==> config.mk <==
export PLATFORM = sky130hd
export DESIGN_NAME = keypad_scanner
export DESIGN_NICKNAME = d
export VERILOG_FILES = /design/src/rtl/kypd_pkg.sv /design/src/rtl/sync_2ff.sv /design/src/rtl/keypad_scanner.sv
export SDC_FILE = /design/constraint.sdc
export NUM_CORES = 1
export LEC_CHECK = 0
export CELL_PAD_IN_SITES_DETAIL_PLACEMENT = 1
export CELL_PAD_IN_SITES_GLOBAL_PLACEMENT = 1
export CORE_MARGIN = 3
export CORE_UTILIZATION = 40
export CTS_CLUSTER_SIZE = 25
export DETAILED_ROUTE_END_ITERATION = 6
export PLACE_DENSITY = 0.71
export SLEW_MARGIN = 20
export SYNTH_ARGS = -nofsm -noshare
export SYNTH_HDL_FRONTEND = slang
export SYNTH_SLANG_ARGS = --single-unit
==> constraint.sdc <==
create_clock -name clk_i -period 4.69 [get_ports clk_i]
set_input_delay 0.469 -clock clk_i [delete_from_list [all_inputs] [get_ports clk_i]]
set_output_delay 0.469 -clock clk_i [all_outputs]
set_load 0.01 [all_outputs]
==> src/rtl/kypd_pkg.sv <==
// Shared definitions for the 4x4 keypad scanner: FSM states, column drive
// patterns, the column/row to hex key map, and a row priority helper.
package kypd_pkg;

  typedef enum logic [1:0] {
    SCAN     = 2'd0,
    DEBOUNCE = 2'd1,
    PRESSED  = 2'd2
  } kypdState_e;

  // Rows are pulled up, so an untouched keypad reads all ones.
  localparam logic [3:0] ROWS_IDLE = 4'b1111;

  // No column driven; each scan column pulls exactly one bit low.
  localparam logic [3:0] COL_IDLE = 4'b1111;

  localparam logic [3:0] COL_DRIVE [4] = '{
    COL_IDLE & ~4'b0001,
    COL_IDLE & ~4'b0010,
    COL_IDLE & ~4'b0100,
    COL_IDLE & ~4'b1000
  };

  // Indexed by {column, row}.
  localparam logic [3:0] KEY_MAP [16] = '{
    4'h1, 4'h4, 4'h7, 4'h0,
    4'h2, 4'h5, 4'h8, 4'hF,
    4'h3, 4'h6, 4'h9, 4'hE,
    4'hA, 4'hB, 4'hC, 4'hD
  };

  // Index of the lowest-numbered row that is pulled low (0 if none).
  function automatic logic [1:0] lowestLowRow(input logic [3:0] rows);
    logic [1:0] idx;
    idx = 2'd0;
    for (int i = 3; i >= 0; i--) begin
      if (!rows[i]) idx = 2'(i);
    end
    return idx;
  endfunction

endpackage

==> src/rtl/sync_2ff.sv <==
// Two-flop synchronizer for asynchronous inputs such as keypad rows,
// switches and buttons.
module sync_2ff #(
  parameter int               WIDTH     = 1,
  parameter logic [WIDTH-1:0] RESET_VAL = '0
) (
  input  logic             clk_i,
  input  logic             rst_ni,
  input  logic [WIDTH-1:0] d_i,
  output logic [WIDTH-1:0] q_o
);

  logic [WIDTH-1:0] meta_q;
  logic [WIDTH-1:0] sync_q;

  // Two back-to-back flops give metastability time to resolve.
  always_ff @(posedge clk_i or negedge rst_ni) begin
    if (!rst_ni) begin
      meta_q <= RESET_VAL;
      sync_q <= RESET_VAL;
    end else begin
      meta_q <= d_i;
      sync_q <= meta_q;
    end
  end

  assign q_o = sync_q;

endmodule

==> src/rtl/keypad_scanner.sv <==
// Scans a 4x4 Pmod keypad one column at a time, debounces the rows and
// presents a hex key code with a held flag and an acknowledgeable pending flag.
module keypad_scanner
  import kypd_pkg::*;
#(
  parameter int SCAN_DIV       = 100000,
  parameter int DEBOUNCE_SCANS = 4
) (
  input  logic       clk_i,
  input  logic       rst_ni,
  input  logic [3:0] rows_i,
  output logic [3:0] cols_o,
  output logic [3:0] keyCode_o,
  output logic       keyHeld_o,
  output logic       keyPend_o,
  input  logic       keyAck_i
);

  localparam int DIV_W = $clog2(SCAN_DIV);
  localparam int CNT_W = $clog2(DEBOUNCE_SCANS + 1);
  localparam logic [DIV_W-1:0] DIV_LAST = DIV_W'(SCAN_DIV - 1);
  localparam logic [CNT_W-1:0] CNT_ONE  = CNT_W'(1);
  localparam logic [CNT_W-1:0] CNT_DONE = CNT_W'(DEBOUNCE_SCANS);

  logic [3:0]       rowsSync;
  logic [DIV_W-1:0] divCnt_q;
  logic             scanTick;

  kypdState_e       state_q, state_d;
  logic [1:0]       colIdx_q, colIdx_d;
  logic [CNT_W-1:0] debCnt_q, debCnt_d;
  logic [3:0]       cand_q, cand_d;
  logic [3:0]       keyCode_q, keyCode_d;
  logic             keyHeld_q, keyHeld_d;
  logic             keyPend_q, keyPend_d;

  logic             allHigh;
  logic [3:0]       sampleCode;
  logic [CNT_W-1:0] debCntInc;
  logic             accept;

  sync_2ff #(
    .WIDTH    (4),
    .RESET_VAL(ROWS_IDLE)
  ) u_rowSync (
    .clk_i (clk_i),
    .rst_ni(rst_ni),
    .d_i   (rows_i),
    .q_o   (rowsSync)
  );

  // Free-running dwell divider; the tick marks the end of each column dwell.
  always_ff @(posedge clk_i or negedge rst_ni) begin
    if (!rst_ni) begin
      divCnt_q <= '0;
    end else if (divCnt_q == DIV_LAST) begin
      divCnt_q <= '0;
    end else begin
      divCnt_q <= divCnt_q + 1'b1;
    end
  end

  assign scanTick   = (divCnt_q == DIV_LAST);
  assign allHigh    = (rowsSync == ROWS_IDLE);
  assign sampleCode = KEY_MAP[{colIdx_q, lowestLowRow(rowsSync)}];
  assign debCntInc  = debCnt_q + 1'b1;

  // State and output registers for the scan/debounce FSM.
  always_ff @(posedge clk_i or negedge rst_ni) begin
    if (!rst_ni) begin
      state_q   <= SCAN;
      colIdx_q  <= 2'd0;
      debCnt_q  <= '0;
      cand_q    <= 4'h0;
      keyCode_q <= 4'h0;
      keyHeld_q <= 1'b0;
      keyPend_q <= 1'b0;
    end else begin
      state_q   <= state_d;
      colIdx_q  <= colIdx_d;
      debCnt_q  <= debCnt_d;
      cand_q    <= cand_d;
      keyCode_q <= keyCode_d;
      keyHeld_q <= keyHeld_d;
      keyPend_q <= keyPend_d;
    end
  end

  // Next-state logic; rows are only looked at on the dwell tick.
  always_comb begin
    state_d   = state_q;
    colIdx_d  = colIdx_q;
    debCnt_d  = debCnt_q;
    cand_d    = cand_q;
    keyCode_d = keyCode_q;
    keyHeld_d = keyHeld_q;
    accept    = 1'b0;

    if (scanTick) begin
      case (state_q)
        SCAN: begin
          if (allHigh) begin
            colIdx_d = colIdx_q + 2'd1;
          end else begin
            cand_d = sampleCode;
            if (CNT_ONE == CNT_DONE) begin
              accept = 1'b1;
            end else begin
              debCnt_d = CNT_ONE;
              state_d  = DEBOUNCE;
            end
          end
        end
        DEBOUNCE: begin
          if (!allHigh && (sampleCode == cand_q)) begin
            if (debCntInc == CNT_DONE) begin
              accept = 1'b1;
            end else begin
              debCnt_d = debCntInc;
            end
          end else begin
            debCnt_d = '0;
            state_d  = SCAN;
          end
        end
        PRESSED: begin
          if (allHigh) begin
            if (debCntInc == CNT_DONE) begin
              keyHeld_d = 1'b0;
              debCnt_d  = '0;
              state_d   = SCAN;
            end else begin
              debCnt_d = debCntInc;
            end
          end else begin
            debCnt_d = '0;
          end
        end
        default: begin
          debCnt_d = '0;
          state_d  = SCAN;
        end
      endcase
    end

    if (accept) begin
      keyCode_d = cand_d;
      keyHeld_d = 1'b1;
      debCnt_d  = '0;
      state_d   = PRESSED;
    end

    keyPend_d = accept | (keyPend_q & ~keyAck_i);
  end

  assign cols_o    = COL_DRIVE[colIdx_q];
  assign keyCode_o = keyCode_q;
  assign keyHeld_o = keyHeld_q;
  assign keyPend_o = keyPend_q;

endmodule

; ---- Yosys cells after proc, flatten, opt, wreduce, memory -nomap -nowiden
; Memory sizes are Yosys's and may differ from the RTL's.
; Cells that the tools add are included.
[totals]
rom_bits = 64
n_memories = 1
input_bits = 7
wordCells = 80
output_inout_bits = 10
ramBits = 0
regBits = 42
latchBits = 0
[classes]
order_cmp = 2
n_bitwise = 5
n_addsub = 3
n_shift = 0
mux = 37
n_eq_ne = 11
div_mod_pow = 0
n_reduce_logical = 11
n_mul = 0
[memory_table]
columns = memory, depth, width, rd, rd_ports_with_merged_regs, wr, line_no
row1 = (name not given), 16, 4, 1, 0, 0, keypad_scanner.sv:65  ; assign sampleCode = KEY_MAP[{colIdx_q, lowestLowRow(rowsSync)}];
[op_table]
columns = operator, n
row1 = $mux W4, 7
row2 = $mux W3, 7
row3 = $mux W2, 10
row4 = $add A17 B1 Y17 const B, 1
row5 = $eq A17 B17 Y1 const B, 1
row6 = $mux W17, 1
row7 = $ne A3 B3 Y1 const B, 4
row8 = $mux W1, 9
row9 = $pmux W3 S3, 1
row10 = $bmux W4 S2, 1
row11 = $reduce_bool A2 Y1, 4
row12 = $pmux W2 S3, 1
row13 = $reduce_and A3 Y1, 2
row14 = $ge A5 B5 Y1 const B, 1
row15 = $not A4 Y5, 1
row16 = $reduce_and A5 Y1, 1
row17 = $eq A4 B4 Y1, 1
row18 = $eq A4 B4 Y1 const B, 1
row19 = $ne A4 B4 Y1 const B, 1
row20 = $reduce_and A4 Y1, 1
row21 = $add A3 B1 Y3 const B, 1
row22 = $eq A3 B3 Y1 const B, 1
row23 = $ge A3 B3 Y1 const B, 1
row24 = $not A2 Y3, 1
row25 = other kinds (9), 9

; ---- Longest topological paths before layout
; Gate-level depths: netlist (run 1).
[depth]
ltp_word = 15
ltp_mapped = 9
ltp_nobuf = 9

; ---- By module
; From an unflattened synthesis (run 1), not the netlist that was laid out.
[hier_totals]
cells_unflattened = 207
area_unflattened_um2 = 2165.8
[modules_own_cells]
columns = mod, instances, area_each_um2, seq_area_each_um2, cells_per_inst
row1 = keypad_scanner, 1, 1955.6, 850.8, 199
row2 = sync_2ff, 1, 210.2, 210.2, 8

; ---- Worst setup path before layout (run 1)
; No wires, ideal clock.
[synth_timing]
kind = reg-to-reg
from = register u_rowSync.sync_q[1], in the netlist u_rowSync.q_o[1]
to = register keyCode_q[0], in the netlist keyCode_o[0]
required_ps = 4565
stages_incl_launch_ff = 10
synth_period_minus_slack_ps = 2806
setup_slack_ps = 1884
t_arrival_ps = 2681
path_buffers = 0
setup_ps = 125
path_cell_list = dfstp_2 inv_1 o21ai_0 ha_1 mux2i_1 o21ba_2 a211oi_1 nor4_2 nand4_1 mux2_2
[synth_via]
elab_chain_cells = 11
elab_cells_between_ends = 16
cone_classes = eq/ne: 2 / mux: 10 / bitwise: 1 / reduce/logical: 2 / memory: 1
[synth_lines]
columns = item, line_no
row1 = "start, declared", sync_2ff.sv:14  ; logic [WIDTH-1:0] sync_q;
row2 = "start signal, assigned", sync_2ff.sv:23  ; sync_q <= meta_q;
row3 = $mux W2 (2 in series), kypd_pkg.sv:37  ; if (!rows[i]) idx = 2'(i);
row4 = $not A4 Y5 (implied by the code), keypad_scanner.sv:65
row5 = $mem_v2 Z16 W4, -
row6 = $mux W4 (implied by the code) (2 in series), keypad_scanner.sv:65
row7 = $eq A4 B4 Y1, keypad_scanner.sv:115  ; if (!allHigh && (sampleCode == cand_q)) begin
row8 = $logic_and A1 B1 Y1, keypad_scanner.sv:115
row9 = $mux W1, keypad_scanner.sv:115
row10 = $mux W1, keypad_scanner.sv:100  ; case (state_q)
row11 = $mux W1, keypad_scanner.sv:99  ; if (scanTick) begin
row12 = "end signal, assigned", keypad_scanner.sv:83  ; keyCode_q <= keyCode_d;
row13 = "end, declared", keypad_scanner.sv:33  ; logic [3:0] keyCode_q, keyCode_d;
; Several ways; a longest one is shown, not always the timed one. The select of a mux whose other input is x is not followed.
; A chain may end at the register's enable or synchronous reset.

; ---- Final worst setup path (run 1)
[layout_timing]
from = register u_rowSync.sync_q[1], in the netlist u_rowSync.q_o[1]
to = register keyCode_q[3], in the netlist keyCode_o[3]
; Same word-level chain as after synthesis.

==> results.json, run 1 <==
{
  "synthCells": 206,
  "grt_pass1_vias": 1583,
  "fin_nets": 243,
  "clock_latency_ns": 0.29,
  "wirelength_um": 4400,
  "detail_route.drc_violations": 0,
  "clock_tree.htree_level_count": 2,
  "power_density_nw_per_um2": 251,
  "layout.core_utilization": 0.482,
  "top_level_ports": 17,
  "worst_hold_path_type": "input pin to asynchronous set/reset pin",
  "critPathMaxFanout": 6,
  "timing_max_transition_violations_final": 0,
  "cts_buffer_depth": 2,
  "share_of_final_layout_standard_cells_stronger_than_drive_strength_1": 0.127,
  "post-cts-setup-buffer-count": 0,
  "postCtsHoldBufs": 0,
  "dp_worst_setup_slack_ns": 1.47,
  "timing.critical_path.from_type": "flip-flop",
  "postSynth.asyncResetShare": 1.00,
  "worst_ep_required_time_ns": 4.87,
  "drtAntennaViolNets": 0,
  "synth_area_leaders": "sky130_fd_sc_hd__dfrtp_1 39%, sky130_fd_sc_hd__dfstp_2 9.7%, sky130_fd_sc_hd__ha_1 5.2%, sky130_fd_sc_hd__xnor2_1 4.8%, sky130_fd_sc_hd__nand2_1 3.5%",
  "edff_count_synth": 0,
  "port_buffers": 16,
  "detail_route.first_pass.iterations": 4,
  "vdd.ir_drop.worst_mv": 0.148,
  "pin_count_of_the_biggest_net_entering_global_routing": 43,
  "timing.final.setup_violations": 0,
  "tritoncts.num_buffers": 5,
  "finalCritPeriodShare": 0.686,
  "cts_tree": "done",
  "post-synth-top-count-cell": "sky130_fd_sc_hd__dfrtp_1",
  "yosysWarningCount": 0,
  "row_count": 26,
  "die_width_um": 79.7,
  "placement.cell_area_um2": 2410,
  "place_hpwl_um": 3230,
  "die_area_um2": 6350,
  "core-area_um2": 5170,
  "worst_slew_margin_rel": 0.381,
  "crit_arrival_ns": 3.40,
  "setup_tns_ns": 0,
  "synthesis.area_per_instance_um2": 10.5,
  "synth_cell_type_count": 47,
  "worst-setup-path-type": "flip-flop to flip-flop",
  "via_count": 1562,
  "post_synthesis_register_bit_count": 42,
  "cts_repair_resized_insts": 0,
  "maxCapViolations": 0,
  "antenna_found_initial": 0,
  "route.met2.wl_um": 1970,
  "antenna_cells": 0,
  "syn-num-nets": 222,
  "initial_utilization": 0.420,
  "synthDominantAreaCellType": "sky130_fd_sc_hd__dfrtp_1",
  "relative_area_change_from_synthesis_to_final_layout_pct": 14.7,
  "syn-cell-area_um2": 2170,
  "tightestPinTransition_ns": 0.928,
  "routedLengthMet1_um": 2220,
  "post_synth_most_frequent_cells": "34 x sky130_fd_sc_hd__dfrtp_1, 20 x sky130_fd_sc_hd__nand2_1, 14 x sky130_fd_sc_hd__inv_1, 14 x sky130_fd_sc_hd__nor2_1, 13 x sky130_fd_sc_hd__o21ai_0",
  "finalCriticalPeriod_ns": 3.22,
  "setup_repair_after_global_routing_missed_its_margin": "no",
  "drt-initial-drc-count": 77,
  "grt_pass1_wl_um": 7680,
  "routed-wl-met3_um": 146,
  "grt_overflow_total": 0,
  "numClockSinks": 42,
  "track_usage": 0.156,
  "die_h_um": 79.7,
  "max_clock_freq_ghz": 0.311,
  "yosysSeqAreaShare": 0.488,
  "finalWeightedCongestion": 0.743,
  "synth-main-ff-cell": "sky130_fd_sc_hd__dfrtp_1",
  "fin_ws_ns": 1.47,
  "root_buffer": "sky130_fd_sc_hd__clkbuf_8",
  "leakage_uw": 0.00105,
  "post-synth-top-area-fraction": 0.392,
  "endpoint_kind_of_the_worst_setup_timing_path": "flip-flop",
  "clk_pin_slew_ns": 0.08,
  "run_status": "completed",
  "report.power.total_uw": 625,
  "clock-skew-final_ns": 0.00683,
  "postLayoutCellArea_um2": 2490,
  "wire_per_inst_um": 14.8,
  "route.top_layer_used": "met4",
  "finalHoldViolCount": 0,
  "viasPerCell": 5.24
}
[per-stage QoR]
stage | std cells | hold slack, ns
6_report | 298 | 0.304
5_1_grt | 298 | 0.364
4_1_cts | 298 | 0.334
3_5_place_dp | 290 | 0.347
3_3_place_gp | 290 | 0.345
2_1_floorplan | 206 | 0.173
[sequential cells by signal, summed over array words and instances, names as in the netlist]
name	cells
divCnt_q	17
cand_q	4
keyCode_o	4
u_rowSync.meta_q	4
u_rowSync.q_o	4
debCnt_q	3
colIdx_q	2
state_q	2
keyHeld_o	1
keyPend_o	1
[power breakdown]
group	leakage [µW]	switching [µW]	internal [µW]
logic	0.000471	15.5	8.48
registers	0.000545	2.18	368
clock network	0.0000385	125	105
total	0.00105	143	482
[cells by family after synthesis]
| group | share of synthesized area |
|---|---|
| flip-flops | 0.488 |
| buffers and inverters | 0.0311 |
| AO/OA/AOI/OAI | 0.105 |
| adder cells (fa/ha/maj) | 0.0518 |
| XOR/XNOR | 0.0766 |
| multiplexers | 0.0374 |
| AND/OR/NAND/NOR | 0.209 |
[cell type report]
type                            count  area (µm²)
Tap cell                           70        87.6
Sequential cell                    42        1060
Fill cell                         585        2680
Inverter                           14        52.6
Clock buffer                        7        76.3
Clock inverter                      1        7.51
Multi-Input combinational cell    147        1040
Timing Repair Buffer               17         163
[cells in the final DEF (no fill, tap or decap), drive strengths merged, types with 2 or more instances in the layout]
master / instances
o21ai: 13
xor2: 7
nor3b: 2
o21a: 2
inv: 14
nor2b: 4
dfstp: 8
o221ai: 2
nor3: 4
nand4: 4
xnor2: 12
a31oi: 2
clkbuf: 7
o22ai: 2
nand4b: 2
nand3: 10
nor4: 5
or4: 2
or4b: 2
and3b: 2
clkdlybuf4s50: 15
nand2: 20
dfrtp: 34
nor2: 14
or3: 2
a21oi: 3
ha: 9
buf: 2
a22oi: 2
mux2: 6
and2: 2
[path summary, 6_finish.rpt]
| kind | start | slack [ns] | end | depth (start not counted) |
|---|---|---|---|---|
| min in group clk_i | u_rowSync.meta_q[0]$_DFF_PN1_ | 0.36 | u_rowSync.q_o[0]$_DFF_PN1_ | 0 |
| worst max register to register | u_rowSync.q_o[1]$_DFF_PN1_ | 1.47 | keyCode_o[3]$_DFFE_PN0P_ | 9 |
| worst min-delay path | rst_ni | 0.30 | divCnt_q[15]$_DFF_PN0_ | 1 |
| max in group asynchronous | rst_ni | 3.80 | cand_q[3]$_DFF_PN0_ | 1 |
| worst max-delay path | u_rowSync.q_o[1]$_DFF_PN1_ | 1.47 | keyCode_o[3]$_DFFE_PN0P_ | 9 |
| worst min register to register | u_rowSync.meta_q[0]$_DFF_PN1_ | 0.36 | u_rowSync.q_o[0]$_DFF_PN1_ | 0 |
[critical path, stage by stage (launching register included)]
cell                       delay [ns]
sky130_fd_sc_hd__dfstp_2         0.56
sky130_fd_sc_hd__inv_1           0.05
sky130_fd_sc_hd__o21ai_0         0.48
sky130_fd_sc_hd__ha_1            0.35
sky130_fd_sc_hd__mux2i_1         0.24
sky130_fd_sc_hd__o21ba_2         0.16
sky130_fd_sc_hd__a211oi_1        0.07
sky130_fd_sc_hd__nor4_2          0.45
sky130_fd_sc_hd__nand4_1         0.37
sky130_fd_sc_hd__mux2_2          0.37
[per-layer routing]
layer,up-vias,GRT usage
met2,27,0.235
met1,758,0.217
met3,9,0.0384
met5,-,0
li1,768,-
met4,0,0.0584
Power figures use the tool's default switching activity.
==> run 2: changes to the inputs <==
==> constraint.sdc (replaced) <==
create_clock -name clk_i -period 3.3 [get_ports clk_i]
set_input_delay 0.33 -clock clk_i [delete_from_list [all_inputs] [get_ports clk_i]]
set_output_delay 0.33 -clock clk_i [all_outputs]
set_load 0.01 [all_outputs]
==> results.json, run 2 (synthesis gave the netlist of run 1 again) <==
{
  "run_status": "completed",
  "finalCritPeriodShare": 0.883,
  "path_cells": "and2_1 > nor2_1 > ha_1 > mux2i_1 > o21ba_2 > a211oi_1 > nor4_2 > nand4_1 > mux2_2",
  "clkPwrFrac": 0.367,
  "worst_hold_path_type": "input pin to asynchronous set/reset pin",
  "tightestPinTransition_ns": 0.912,
  "critPathMaxFanout": 6,
  "critical-path-max-stage-delay_ns": 0.55,
  "viasPerCell": 5.19,
  "sequential_cell_area_um2": 1060,
  "wirelength_um": 4310,
  "root_buffer": "sky130_fd_sc_hd__clkbuf_8",
  "leakage_uw": 0.00106,
  "timing.rr.start": "u_rowSync.q_o[3]$_DFF_PN1_",
  "grt_pass1_vias": 1582,
  "via_count": 1553,
  "grt_pass1_wl_um": 7690,
  "tritoncts.num_buffers": 5,
  "detail_route.first_pass.iterations": 4,
  "grt_overflow_total": 0,
  "antenna_found_initial": 0,
  "placement.cell_area_um2": 2410,
  "cts_buffer_depth": 2,
  "die_area_um2": 6350,
  "r2r_end": "keyCode_o[0]$_DFFE_PN0P_",
  "relative_area_change_from_synthesis_to_final_layout_pct": 15.2,
  "share_of_final_layout_standard_cells_stronger_than_drive_strength_1": 0.135,
  "clock_tree.htree_level_count": 2,
  "timing_max_transition_violations_final": 0,
  "postLayoutCellArea_um2": 2500,
  "drt-initial-drc-count": 31,
  "vdd.ir_drop.worst_mv": 0.225,
  "share_comb_of_total_power": 0.040,
  "worst_slew_margin_rel": 0.392,
  "place_hpwl_um": 3150,
  "track_usage": 0.154,
  "clock_latency_ns": 0.29,
  "antenna_cells": 0,
  "cts_tree": "done",
  "finalWeightedCongestion": 0.782,
  "most_common_cell_after_layout_fill_and_taps_aside": "sky130_fd_sc_hd__dfrtp_1",
  "die_width_um": 79.7,
  "clock-skew-final_ns": 0.0106,
  "post-cts-setup-buffer-count": 0,
  "finalHoldViolCount": 0,
  "part_of_the_power_in_registers": 0.594,
  "internal_power_uw": 685,
  "multi_input_area_um2": 1040,
  "fillers": 590,
  "worst_ep_required_time_ns": 3.48,
  "crit_arrival_ns": 3.09,
  "timing.critical_path.from_type": "flip-flop",
  "largest_reg_flops": 17,
  "postCtsHoldBufs": 0,
  "port_buffers": 16,
  "critPathSlowestCell": "sky130_fd_sc_hd__dfstp_2",
  "drtAntennaViolNets": 0,
  "register_to_register_setup_slack_ns": 0.39,
  "core-area_um2": 5170,
  "setup_tns_ns": 0,
  "endpoint_kind_of_the_worst_setup_timing_path": "flip-flop",
  "finalCriticalPeriod_ns": 2.91,
  "swShare": 0.227,
  "timing.final.setup_violations": 0,
  "maxCapViolations": 0,
  "initial_utilization": 0.420,
  "r2r_cells": 9,
  "power_density_nw_per_um2": 354,
  "row_count": 26,
  "detail_route.drc_violations": 0,
  "largest-register": "divCnt_q",
  "switchingPower_uw": 201,
  "clk_pin_slew_ns": 0.08,
  "die_h_um": 79.7,
  "cts_repair_resized_insts": 0,
  "pin_count_of_the_biggest_net_entering_global_routing": 43,
  "fin_nets": 244,
  "final_cell_mix": "34 x sky130_fd_sc_hd__dfrtp_1, 20 x sky130_fd_sc_hd__nand2_1, 15 x sky130_fd_sc_hd__clkdlybuf4s50_1",
  "max_clock_freq_ghz": 0.343,
  "top_level_ports": 17,
  "wire_per_inst_um": 14.4,
  "setup_repair_after_global_routing_missed_its_margin": "no",
  "numClockSinks": 42,
  "worst-setup-path-type": "flip-flop to flip-flop"
}
run 2: changes by cell type in the layout (fill, tap and decap cells not counted):
cell                         before  now
sky130_fd_sc_hd__buf_4            1    2
sky130_fd_sc_hd__clkbuf_1         2    1
sky130_fd_sc_hd__clkinvlp_4       1    2
run 2: worst max-delay path by stage:
stage / start / end / depth (start not counted)
floorplan: u_rowSync.q_o[1]$_DFF_PN1_ / keyCode_o[0]$_DFFE_PN0P_ / 9
global placement: u_rowSync.q_o[3]$_DFF_PN1_ / keyCode_o[2]$_DFFE_PN0P_ / 9
detailed placement: u_rowSync.q_o[2]$_DFF_PN1_ / keyCode_o[2]$_DFFE_PN0P_ / 9
CTS: u_rowSync.q_o[2]$_DFF_PN1_ / keyCode_o[0]$_DFFE_PN0P_ / 9
global route: u_rowSync.q_o[1]$_DFF_PN1_ / keyCode_o[0]$_DFFE_PN0P_ / 9
finish: u_rowSync.q_o[3]$_DFF_PN1_ / keyCode_o[0]$_DFFE_PN0P_ / 9
run 2: cell type report:
cell class | count | share of cell area
clock inverters | 2 | 0.00600
inverters | 14 | 0.0210
clock buffers | 6 | 0.0290
well taps | 70 | 0.0350
flip-flops and latches | 42 | 0.424
multi-input cells | 147 | 0.417
repair buffers | 18 | 0.0680
run 2: per-layer routing:
metal,GRT usage,share of wire
met1,0.221,0.51
met2,0.232,0.45
met3,0.0384,0.024
met4,0.0412,0.012
met5,0,0
run 2: power groups by stage:
stage	Combinational, µW	Sequential (µW)	Clock, µW
2_1_floorplan	14.6	535	0
3_3_place_gp	35.6	536	0
3_5_place_dp	36.4	536	0
4_1_cts	36.6	526	341
5_1_grt	40.7	527	363
6_report	35.2	526	325
run 2: stage by stage:
step	setup slack [ns]	instances	utilization	power (µW)	hold slack [ns]
floorplan	0.494	206	-	550	0.0344
global placement	0.494	291	0.467	571	0.346
CTS	0.361	299	0.484	904	0.201
global route	0.0912	299	0.484	931	0.227
detailed placement	0.382	291	0.467	573	0.347
finish	0.387	299	0.484	887	0.168
run 2: worst max-delay path, delay by kind of cell, from the launching register on:
kind | cells | cell delay (ns)
DFF | 1 | 0.55
adders and majority gates | 1 | 0.29
AOI/OAI and AO/OA | 2 | 0.24
muxes | 2 | 0.61
and+or+nand+nor | 4 | 1.12
==> patch 1 (config.mk and constraints of run 2) <==
Take the reset off `keyCode_q` and load it in a clocked block of its own.
--- a/src/rtl/keypad_scanner.sv
+++ b/src/rtl/keypad_scanner.sv
@@ -74,3 +74,2 @@
       cand_q    <= 4'h0;
-      keyCode_q <= 4'h0;
       keyHeld_q <= 1'b0;
@@ -82,3 +81,2 @@
       cand_q    <= cand_d;
-      keyCode_q <= keyCode_d;
       keyHeld_q <= keyHeld_d;
@@ -86,2 +84,6 @@
     end
+  end
+
+  always_ff @(posedge clk_i) begin
+    keyCode_q <= keyCode_d;
   end
Behaviour: same outputs for any inputs over 10 cycles, from zero or initial values and one cycle with rst_ni low; that may be too few to reach the edited logic, so the function may still have changed.
==> patch 1 against run 2 <==
Synthesized area is 5.5% lower. Core utilization increased by 0.96 points. Fmax is 1.6% lower. Sequential cell count did not move. Power up 7.2%. Final area is 4.4% lower. Worst setup slack got worse by 0.048 ns. Final cell count fell by 5.0%. Synthesized cell count decreased by 4.9%. Routed wire length down 1.7%. Sequential power rose by 1%. Largest cell class unchanged.
==> patch 1: results (changes against run 2) <==
* Status: complete, no violations
* Initial DRC count at 54 (+74%)
* DR vias at 1,466 (-5.6%)
* First-pass GRT wire length at 7470 um (-2.8%)
* Mux cell area share after synthesis at 0.0110 (-0.0265)
* H-tree depth at 2 (unchanged)
* Worst-margin pin slew at 0.831 ns (-0.0810 ns)
* Largest family of logic cells by synthesized area: simple AND/OR/NAND/NOR gates
* Final Skew at 0.00421 ns (-0.00639 ns)
* Cts repair resizes at 0 (unchanged)
* Post-synthesis compound-gate area fraction at 0.105 (about the same)
* Max reg flops at 17 (unchanged)
* Synth cell count leaders: 30 x dfrtp_1, 20 x nand2_1, 17 x nor2_1, 13 x o21ai_0, 10 x inv_1
* CP Max Fanout at 5 (-1)
* Worst Path Arrival at 2.97 ns (-0.12 ns)
* Max IR drop VDD at 0.174 mV (-22%)
* Final GP Congestion at 0.886 (+13%)
* XOR/XNOR Fraction of Synth Area at 0.0683 (-0.00836)
* Placed Area at 2280 sq um (-5.4%)
* Worst hold path class: in2async
* Register area share after synthesis at 0.527 (+0.0380)
* Drt first pass iters at 4 (unchanged)
* Port Buffer Count at 16 (unchanged)
* Mean Syn Cell Area at 10.5 sq um (-0.65%)
* Nets@finish at 232 (-4.9%)
* Adder-cell share of the synthesized area at 0.0597 (+0.00788)
* WL per Instance at 14.9 um (+3.5%)
* Gr usage total at 0.157 (+0.00268)
* Share of layout cells above drive strength 1 at 0.115 (-0.0202)
* Antenna violations before repair at 0 (unchanged)
* Vias in the first global route at 1,589 (+0.44%)
* Clk root buf: clkbuf_8
* Number of antenna cells inserted at 0 (unchanged)
* Static Leakage at 1.01 nW (-4.5%)
* Routed Antenna Nets at 0 (unchanged)
* Largest net degree at the start of global routing at 39 (-9.3%)
* Post-synth EDFFs at 4 (+4)
* Warnings, synthesis at 0 (unchanged)
* HPWL Detailed at 3180 um (+0.87%)
* Top post-synthesis cells by area: dfrtp_1 37%, dfstp_2 10%, edfxtp_1 5.9%
* Syn nets at 212 (-4.5%)
* Count of different cell masters after synthesis at 41 (-13%)
* CP peak stage delay at 0.55 ns (about the same)
* Fill cell count at 538 (-8.8%)
* FFs w/ async S/R, synth at 0.905 (-0.0952)
* Top_reg_cell synth: dfrtp_1
* Slowest-stage cell, CP: dfstp_2
patch 1: path summary, 6_finish.rpt:
kind | start | end | slack [ns] | cells past startpoint
min in group clk_i | u_rowSync.meta_q[0]$_DFF_PN1_ | u_rowSync.q_o[0]$_DFF_PN1_ | 0.36 | 0
worst max-delay path | u_rowSync.q_o[2]$_DFF_PN1_ | keyCode_o[2]$_DFFE_PP_ | 0.34 | 11
worst min register to register | u_rowSync.meta_q[0]$_DFF_PN1_ | u_rowSync.q_o[0]$_DFF_PN1_ | 0.36 | 0
max in group asynchronous | rst_ni | divCnt_q[9]$_DFF_PN0_ | 2.65 | 1
worst min-delay path | rst_ni | colIdx_q[1]$_DFFE_PN0P_ | 0.12 | 1
worst max register to register | u_rowSync.q_o[2]$_DFF_PN1_ | keyCode_o[2]$_DFFE_PP_ | 0.34 | 11
patch 1: area by class of cell:
class                   instances  share of cell area
flip-flops and latches         42               0.452
well taps                      67              0.0350
clock inverters                 2             0.00575
multi-input cells             139               0.383
clock buffers                   6              0.0392
inverters                      11              0.0173
repair buffers                 17              0.0680
patch 1: layer usage:
metal,up-vias,global-route usage,routed length [um],part of all wire
met5,-,0,0,0
met4,0,0.0427,44,0.010
met3,5,0.0394,125,0.030
met2,16,0.273,2180,0.51
met1,730,0.192,1880,0.45
li1,715,-,-,-
patch 1: power by group:
group          switching, mW  total [mW]  internal (mW)
clock                  0.186       0.381          0.195
sequential           0.00385       0.533          0.529
combinational         0.0223      0.0367         0.0144
patch 1: logic make-up after synthesis:
| kind of cell | count (synthesis) |
|---|---|
| flops | 42 |
| fa+ha+maj | 10 |
| simple gates | 76 |
| buf+inv | 15 |
| mux | 2 |
| xor+xnor | 16 |
| compound gates | 35 |
patch 1: per-stage QoR:
step            util  total power [mW]  hold slack [ns]  setup WS [ns]  instances
2_1_floorplan      -             0.559           0.0344          0.613        196
3_3_place_gp   0.471             0.578            0.346          0.541        276
4_1_cts        0.493             0.965            0.155          0.365        284
3_5_place_dp   0.471             0.581            0.347          0.408        276
5_1_grt        0.493             0.992            0.191          0.169        284
6_report       0.493             0.951            0.123          0.338        284
==> patch 2 (flow settings as in run 2) <==
Without the edit above. Set the parameter `DEBOUNCE_SCANS` to 2 (it was 4).
--- a/src/rtl/keypad_scanner.sv
+++ b/src/rtl/keypad_scanner.sv
@@ -6,3 +6,3 @@
   parameter int SCAN_DIV       = 100000,
-  parameter int DEBOUNCE_SCANS = 4
+  parameter int DEBOUNCE_SCANS = 2
 ) (
Function: no difference found for any inputs over 10 cycles, from zero or initial values and one cycle with rst_ni low; that may be too few to reach the edited logic, so the function may still have changed.
==> patch 2 against run 2 <==
Final cell count decreased by 5.4%. Via count decreased by 2.9%. Sequential cell count decreased by 1. Power increased by 7.8%. Routed wire length increased by 3.3%. Final area decreased by 3.3%. Synthesized area decreased by 5.0%. First-iteration DRC count increased by 100%. Count of clock-buffer cells in the layout unchanged. Worst setup slack got worse by 0.18 ns. Fmax decreased by 5.7%. Critical path depth unchanged. Non-clock buffer count increased by 2. Critical endpoint is now keyCode_o[3]$_DFFE_PN0P_.
==> patch 2: results (changes against run 2) <==
* Via density at 5.33 (+2.6%)
* Adder-cell share of the synthesized area at 0.0545 (+0.00270)
* Hold_ws at 0.157 ns (-0.0111 ns)
* Worst r2r dst: keyCode_o[3]$_DFFE_PN0P_
* XOR/XNOR Fraction of Synth Area at 0.0721 (-0.00449)
* Worst Path Arrival at 3.28 ns (+0.19 ns)
* Cts bufs inserted at 5 (unchanged)
* R2R depth at 9 (unchanged)
* Worst-margin pin slew at 0.894 ns (-0.0180 ns)
* First-pass GRT wire length at 7450 um (-3.1%)
* Number of antenna cells inserted at 0 (unchanged)
* Gr usage total at 0.158 (+0.00415)
* DP Cell Count at 273 (-6.2%)
* FFs w/ async S/R, synth at 1.00 (unchanged)
* Setup WS pre-CTS at 0.103 ns (-0.279 ns)
* Mapped Cells at 193 (-6.3%)
* Antenna violations before repair at 0 (unchanged)
* Nets@finish at 231 (-5.3%)
* Max IR drop VDD at 0.172 mV (-23%)
* Start point of the critical path: u_rowSync.q_o[2]$_DFF_PN1_
* Top post-synthesis cells by area: dfrtp_1 40%, dfstp_2 10%, ha_1 5.5%
* Synth cell count leaders: 33 x dfrtp_1, 15 x inv_1, 14 x nand2_1, 14 x nor2_1
* Largest net degree at the start of global routing at 42 (-2.3%)
* Register area share after synthesis at 0.502 (+0.0133)
* Final Skew at 0.00970 ns (-0.000896 ns)
* Static Leakage at 1.09 nW (+2.8%)
* Mux cell area share after synthesis at 0.0545 (+0.0171)
* Syn nets at 209 (-5.9%)
* Worst hold path class: in2async
* Status: complete, no violations
* CP Max Fanout at 6 (unchanged)
* Port Buffer Count at 16 (unchanged)
* Drt first pass iters at 4 (unchanged)
* H-tree depth at 2 (unchanged)
* Final WS setup at 0.210 ns (-0.176 ns)
* Post-synthesis compound-gate area fraction at 0.0800 (-0.0254)
* Clock Path Buffers at 2 (unchanged)
* P_int at 0.754 mW (+10%)
* HPWL Detailed at 3320 um (+5.1%)
* Placed Area at 2300 sq um (-4.9%)
* Final GP Congestion at 0.854 (+9.1%)
* Share of layout cells above drive strength 1 at 0.148 (+0.0128)
* Initial DRC count at 63 (+100%)
* Met3 GRT Util at 0.0360 (-0.00241)
* Final setup viols at 0 (unchanged)
* Clk root buf: clkbuf_8
* WL final at 4450 um (+3.3%)
* Vias in the first global route at 1,571 (-0.70%)
* Met1 Usage GRT at 0.171 (-0.0498)
* WL per Instance at 15.7 um (+9.1%)
* Met2 track demand over resource at 0.288 (+0.0556)
* Count of different cell masters after synthesis at 40 (-15%)
* Fill cell count at 537 (-9.0%)
==> patch 2: cell types whose count changed after synthesis, moves of 3 or more <==
cell,delta
nand2_1,-6
xnor2_1,-3
and4_1,+3
o21ai_0,-4
==> patch 2: final cells by class <==
| class | count | area, sq um | area share |
|---|---|---|---|
| repair buffers | 20 | 185 | 0.0765 |
| clock inverters | 2 | 35.0 | 0.0145 |
| multi-input cells | 132 | 952 | 0.393 |
| well taps | 67 | 83.8 | 0.0346 |
| clock buffers | 6 | 72.6 | 0.0300 |
| flip-flops and latches | 41 | 1040 | 0.428 |
| inverters | 15 | 56.3 | 0.0233 |
==> patch 2: power by group through the flow <==
| stage | sequential, mW | combinational (mW) | clock (mW) |
|---|---|---|---|
| 6_report | 0.514 | 0.0453 | 0.396 |
| 5_1_grt | 0.515 | 0.0506 | 0.432 |
| 2_1_floorplan | 0.523 | 0.0236 | 0 |
| 3_3_place_gp | 0.523 | 0.0441 | 0 |
| 3_5_place_dp | 0.524 | 0.0457 | 0 |
| 4_1_cts | 0.514 | 0.0462 | 0.406 |
==> patch 2: what timing repair did <==
item,4_1_cts,5_1_grt
resized for setup,0,1
endpoints found under the setup margin,0,4
hold buffers,0,0
buffers inserted,0,2
==> patch 2: critical path, stage by stage (launching register included) <==
cell	delay, ns
dfstp_2	0.55
nor2b_2	0.20
o21ai_0	0.19
ha_1	0.33
inv_1	0.05
mux4_2	0.48
xnor2_1	0.18
nor4_4	0.25
nor3b_4	0.38
mux2_2	0.38
==> patch 2: metal layers <==
metal  up-vias  wire length [um]
li1        704                 -
met1       766              1820
met2        25              2370
met3        13               126
met4         0               129
met5         -                 0
